$ cat config.mk
export PLATFORM = sky130hd
export DESIGN_NAME = serial_divider_unit
export DESIGN_NICKNAME = d
export VERILOG_FILES = /design/src/rtl/serial_divider_unit.sv
export SDC_FILE = /design/constraint.sdc
export NUM_CORES = 1
export LEC_CHECK = 0
export CAP_MARGIN = 15
export CORE_UTILIZATION = 60
export DETAILED_ROUTE_END_ITERATION = 16
export GPL_ROUTABILITY_DRIVEN = 0
export PLACE_DENSITY = 0.9
export SLEW_MARGIN = 0
export SYNTH_ARGS = -nofsm -noshare
export SYNTH_HDL_FRONTEND = slang
export SYNTH_SLANG_ARGS = --single-unit
$ cat constraint.sdc
create_clock -name i_clk -period 9.22 [get_ports i_clk]
set_clock_uncertainty 0.15 [all_clocks]
set_input_delay 1.383 -clock i_clk [delete_from_list [all_inputs] [get_ports i_clk]]
set_output_delay 1.383 -clock i_clk [all_outputs]
set_load 0.02 [all_outputs]
$ cat src/rtl/serial_divider_unit.sv
// Purpose: radix-2 restoring divider for RV32M DIV/DIVU/REM/REMU, one quotient bit per clock.
// Latency: o_valid XLEN+2 cycles after accept; 1 cycle for divide-by-zero and signed overflow.
// Backpressure: single outstanding op; o_ready low until the result handshake completes or a flush.
module serial_divider_unit #(
    parameter int XLEN = 32
) (
    input  logic            i_clk,
    input  logic            i_rst,
    input  logic            i_valid,
    output logic            o_ready,
    input  logic [2:0]      i_funct3,
    input  logic [XLEN-1:0] i_dividend,
    input  logic [XLEN-1:0] i_divisor,
    input  logic            i_flush,
    output logic            o_valid,
    input  logic            i_result_ready,
    output logic [XLEN-1:0] o_result,
    output logic            o_busy
);

    localparam int              CW       = $clog2(XLEN);
    localparam logic [CW-1:0]   CNT_LAST = CW'(XLEN - 1);
    localparam logic [XLEN-1:0] SMIN     = {1'b1, {(XLEN-1){1'b0}}};

    typedef enum logic [1:0] {
        S_IDLE  = 2'd0,
        S_CALC  = 2'd1,
        S_FIXUP = 2'd2,
        S_DONE  = 2'd3
    } state_t;

    state_t r_state;
    state_t w_next;

    // Latched operation context
    logic            r_is_rem;
    logic            r_quot_neg;
    logic            r_rem_neg;
    logic [XLEN-1:0] r_dvsr;
    logic [XLEN-1:0] r_quo;
    logic [XLEN-1:0] r_rem;
    logic [CW-1:0]   r_cnt;
    logic [XLEN-1:0] r_result;

    // Request decode (valid only while a request is being presented)
    logic            w_is_signed;
    logic            w_a_neg;
    logic            w_b_neg;
    logic [XLEN-1:0] w_a_mag;
    logic [XLEN-1:0] w_b_mag;
    logic            w_div_zero;
    logic            w_ovf;
    logic            w_shortcut;
    logic [XLEN-1:0] w_short_res;
    logic            w_accept;

    // Iteration datapath
    logic [XLEN:0]   w_shift;
    logic            w_ge;
    logic [XLEN-1:0] w_diff;
    logic [XLEN-1:0] w_rem_nxt;
    logic [XLEN-1:0] w_quo_nxt;

    // Sign fixup
    logic [XLEN-1:0] w_quo_fix;
    logic [XLEN-1:0] w_rem_fix;
    logic [XLEN-1:0] w_fix_res;

    // funct3[2] only separates the divide group from the multiply group,
    // and every request reaching this unit is a divide, so it carries no
    // information here.
    logic w_unused;
    assign w_unused = i_funct3[2];

    // Handshake outputs decode straight from the state register
    assign o_ready  = (r_state == S_IDLE);
    assign o_valid  = (r_state == S_DONE);
    assign o_busy   = (r_state != S_IDLE);
    assign o_result = r_result;

    // A same-cycle flush cancels the accept entirely
    assign w_accept = i_valid && o_ready && !i_flush;

    // funct3[0]=1 selects the unsigned variants, funct3[1]=1 the remainder
    assign w_is_signed = ~i_funct3[0];
    assign w_a_neg     = w_is_signed & i_dividend[XLEN-1];
    assign w_b_neg     = w_is_signed & i_divisor[XLEN-1];
    assign w_a_mag     = w_a_neg ? (~i_dividend + 1'b1) : i_dividend;
    assign w_b_mag     = w_b_neg ? (~i_divisor + 1'b1) : i_divisor;

    // Architecturally defined corner cases bypass the iteration
    assign w_div_zero = (i_divisor == '0);
    assign w_ovf      = w_is_signed && (i_dividend == SMIN) && (i_divisor == '1);
    assign w_shortcut = w_div_zero || w_ovf;

    // Shortcut result: x/0 = all ones, x%0 = x; MIN/-1 = MIN, MIN%-1 = 0
    always_comb begin
        w_short_res = '0;
        if (w_div_zero) begin
            w_short_res = i_funct3[1] ? i_dividend : '1;
        end else if (w_ovf) begin
            w_short_res = i_funct3[1] ? '0 : i_dividend;
        end
    end

    // One restoring step: shift the next dividend bit into the partial
    // remainder and subtract the divisor when it fits. The shifted value is
    // always below 2*divisor, so the difference fits in XLEN bits.
    assign w_shift   = {r_rem, r_quo[XLEN-1]};
    assign w_ge      = (w_shift >= {1'b0, r_dvsr});
    assign w_diff    = w_shift[XLEN-1:0] - r_dvsr;
    assign w_rem_nxt = w_ge ? w_diff : w_shift[XLEN-1:0];
    assign w_quo_nxt = {r_quo[XLEN-2:0], w_ge};

    // Restore signs of the magnitude results and pick the requested one
    assign w_quo_fix = r_quot_neg ? (~r_quo + 1'b1) : r_quo;
    assign w_rem_fix = r_rem_neg  ? (~r_rem + 1'b1) : r_rem;
    assign w_fix_res = r_is_rem ? w_rem_fix : w_quo_fix;

    // State register
    always_ff @(posedge i_clk) begin
        if (i_rst) begin
            r_state <= S_IDLE;
        end else begin
            r_state <= w_next;
        end
    end

    // Next-state logic; flush overrides every other transition
    always_comb begin
        w_next = r_state;
        case (r_state)
            S_IDLE: begin
                if (i_valid) begin
                    w_next = w_shortcut ? S_DONE : S_CALC;
                end
            end
            S_CALC: begin
                if (r_cnt == '0) begin
                    w_next = S_FIXUP;
                end
            end
            S_FIXUP: begin
                w_next = S_DONE;
            end
            S_DONE: begin
                if (i_result_ready) begin
                    w_next = S_IDLE;
                end
            end
            default: begin
                w_next = S_IDLE;
            end
        endcase
        if (i_flush) begin
            w_next = S_IDLE;
        end
    end

    // Latch operand magnitudes and sign flags at accept, then iterate in CALC
    always_ff @(posedge i_clk) begin
        if (i_rst) begin
            r_is_rem   <= 1'b0;
            r_quot_neg <= 1'b0;
            r_rem_neg  <= 1'b0;
            r_dvsr     <= '0;
            r_quo      <= '0;
            r_rem      <= '0;
            r_cnt      <= '0;
        end else if (w_accept) begin
            r_is_rem   <= i_funct3[1];
            r_quot_neg <= w_a_neg ^ w_b_neg;
            r_rem_neg  <= w_a_neg;
            r_dvsr     <= w_b_mag;
            r_quo      <= w_a_mag;
            r_rem      <= '0;
            r_cnt      <= CNT_LAST;
        end else if ((r_state == S_CALC) && !i_flush) begin
            r_quo      <= w_quo_nxt;
            r_rem      <= w_rem_nxt;
            r_cnt      <= r_cnt - CW'(1);
        end
    end

    // Result register: loaded by a shortcut accept or by the FIXUP cycle,
    // otherwise held so it stays stable through DONE backpressure
    always_ff @(posedge i_clk) begin
        if (i_rst) begin
            r_result <= '0;
        end else if (w_accept && w_shortcut) begin
            r_result <= w_short_res;
        end else if ((r_state == S_FIXUP) && !i_flush) begin
            r_result <= w_fix_res;
        end
    end

endmodule

==> flow_metrics.py <==
metrics = {
    "status": {
        "status": "complete, no violations",
    },
    "die": {
        "die_y_um": 135,
        "core.rowCount": 48,
        "die-width_um": 135,
        "die-area_um2": 18300,
        "boundaryPins": 107,
        "core-area_um2": 17400,
        "initial_core_util_pct": 61.5,
    },
    "timing": {
        "finalSetupViolCount": 0,
        "max_freq_mhz": 174,
        "fin_crit_ns": 5.74,
        "timing.final.ws_setup_ns": 3.48,
        "rsz0062_at_grt": "false",
        "hold_viol_final": 0,
        "min_period_over_period_pct": 62.3,
        "worst_pin_slew_ns": 1.14,
        "whs_ns": 0.318,
        "maxSlewViolCount": 0,
        "tns_ns": 0,
        "slew-limit-headroom_pct": 23.5,
    },
    "clock_tree": {
        "postCtsSetupBuffers": 0,
        "cts_htree_levels": 4,
        "ctsHoldBuffers": 0,
        "cts_sinks": 138,
        "cts_resized": 0,
        "cts_made_buffers": 17,
        "cts_tree": "built",
        "worstSkewPairLatency_ns": 0.45,
        "path_clk_slew_ns": 0.06,
        "clock-root-buffer": "clkbuf_16",
        "cts_max_path_buffers": 2,
    },
    "synthesis": {
        "synthMuxAreaShare_pct": 2.73,
        "synth_top_family_by_area": "compound AO/OA/AOI/OAI gates",
        "synth_compound_area_share_pct": 27.0,
        "ys_types": 67,
        "synth_fp_nets": 1568,
        "synthTopCellsByArea": "dfxtp_1, xor2_1, xnor2_1, o21ai_0, nor2_1",
        "synthXorXnorAreaFrac_pct": 12.4,
        "syn_area_um2": 10700,
        "synth_edf_count": 0,
        "ys_async_sr_fraction_pct": 0,
        "seq_area_frac_synth_pct": 25.9,
        "synthAdderAreaFrac_pct": 5.23,
        "synth_seq_cells": 138,
        "synthSimpleGateAreaFrac_pct": 21.0,
        "synth.most_common_cell": "nor2_1",
        "synth_top_flop_cell": "dfxtp_1",
        "postSynthAreaPerCell_um2": 7.35,
        "synth_area_leader_cell": "dfxtp_1",
        "synthCells": 1452,
        "ys_top_cells_by_count": "nor2_1, nand2_1, dfxtp_1",
        "synth_top_area_share_pct": 25.9,
        "yosysWarnings": 0,
    },
    "worst_setup_path": {
        "cp_data_required_time_ns": 9.42,
        "crit_arrival_ns": 5.94,
        "crit_fanout": 31,
        "path_class": "input pin to flip-flop",
        "setup.worst_path.end_class": "flip-flop",
        "crit_path_start_kind": "input pin",
    },
    "place": {
        "io_buffers": 105,
        "dpl.hpwl_um": 22700,
        "dp_slack_ns": 3.28,
        "dp_cells": 1696,
    },
    "final_layout": {
        "insertedDiodeCount": 0,
        "final-seq-area_um2": 2760,
        "multi_input_area_um2": 7330,
        "layout.nets": 1606,
        "fillers": 1395,
        "layout-drive-gt1-share_pct": 4.79,
        "area_growth_pct": 15.8,
        "stdcell_count": 1727,
    },
    "routing": {
        "drt-pass1-iter-count": 6,
        "vias_per_cell": 6.70,
        "ant_nets": 0,
        "remaining_drc_errors": 0,
        "vias": 11600,
        "wl_per_cell_um": 19.0,
        "drtIter0Drc": 1748,
        "wirelength_um": 32800,
    },
    "global_routing": {
        "grt.total_usage_pct": 37.0,
        "grt_first_pass_wirelength_um": 54000,
        "antenna_found_initial": 1,
        "grt_pass1_vias": 10900,
        "grt-ovfl-total": 0,
        "grt_max_degree": 73,
    },
    "power_and_ir_drop": {
        "p_leak_nw": 4.50,
        "p_clk_share_pct": 36.4,
        "fin_total_pwr_mw": 1.96,
        "pwr-share-seq_pct": 34.2,
        "power.density_nw_per_um2": 159,
        "power_frac_comb_pct": 29.4,
        "cell_internal_pwr_mw": 1.30,
        "p_switching_uw": 657,
        "swShare_pct": 33.5,
        "peakVddDrop_mv": 0.142,
    },
    "hold_path": {
        "hold_path_class": "flip-flop to flip-flop",
    },
    "job": {
        "drv_cap": 0,
    },
}
cells by family (layout without fill, tap and decap cells):
group / Yosys count / in the layout
compound gates: 446 / 446
xor+xnor: 151 / 151
mux: 29 / 29
flops: 138 / 138
simple gates: 485 / 485
buf+inv: 159 / 209
fa+ha+maj: 44 / 44
worst max-delay path, stage by stage:
cell             delay (ns)
clkdlybuf4s50_1        0.51
inv_1                  0.10
ha_1                   0.15
or3b_2                 0.49
nor4_1                 0.88
nand4_1                0.62
nor2_1                 0.31
o21ai_1                0.09
buf_4                  0.26
nand2_1                0.32
buf_4                  0.44
nor2_1                 0.10
a211oi_1               0.26
stage by stage:
stage / instance area [um2] / utilization (%)
after floorplan: 10700 / -
after global placement: 11800 / 67.7
after detailed placement: 11800 / 67.7
after CTS: 12400 / 71.2
after global routing: 12400 / 71.2
final: 12400 / 71.2
cell type report:
class | instances | share of cell area, %
multi-input cells | 1155 | 59.3
clock inverters | 12 | 1.21
inverters | 58 | 1.76
flip-flops and latches | 138 | 22.4
repair buffers | 120 | 9.40
well taps | 225 | 2.28
clock buffers | 19 | 3.67
flip-flops by register name, indices dropped and copies added, names as in the netlist:
signal / cells
r_rem: 32
r_is_rem: 1
r_rem_neg: 1
r_dvsr: 32
r_state: 2
r_quo: 32
r_quot_neg: 1
r_cnt: 5
o_result: 32
per-layer routing:
| metal | up-vias | track usage, % | share of wire [%] |
|---|---|---|---|
| met5 | - | 0 | 0 |
| met4 | 0 | 20.4 | 4.6 |
| met3 | 157 | 8.60 | 9.7 |
| met2 | 735 | 58.9 | 46 |
| met1 | 5357 | 46.1 | 40 |
| li1 | 5325 | - | - |
power by group through the flow:
stage	combinational (mW)	sequential [mW]	clock [mW]
final	0.575	0.671	0.713
after global routing	0.627	0.675	0.739
after global placement	0.535	0.679	0
after floorplan	0.410	0.669	0
after detailed placement	0.551	0.681	0
after CTS	0.561	0.669	0.708
worst paths after layout:
kind,from,end,slack [ns],depth (start not counted)
min,r_dvsr[31],r_dvsr[31],0.32,2
min reg2reg,r_dvsr[31],r_dvsr[31],0.32,2
max,i_dividend[0],o_result[30],3.48,13
max reg2reg,r_rem[13],r_rem[31],5.03,10
cell usage in the layout, fill, tap and decap left out, types with 5 or more instances in the layout:
cell type / count
or4_1: 19
o21ai_0: 128
buf_4: 16
and3_1: 6
o211ai_1: 10
a211oi_1: 48
nor2b_1: 6
a21oi_1: 102
nor2_1: 168
o31ai_1: 28
a311oi_1: 38
a31oi_1: 8
o41ai_1: 16
dfxtp_1: 138
nand4_1: 19
nand3_1: 22
xnor2_1: 74
mux2i_1: 28
inv_1: 58
or3_1: 14
clkdlybuf4s50_1: 104
a31o_2: 5
clkbuf_16: 17
nor3_1: 29
nand2_1: 154
xor2_1: 77
a21o_1: 15
ha_1: 43
nand2b_1: 12
nor4_1: 9
Note: power is estimated with default switching activity, not from simulation.
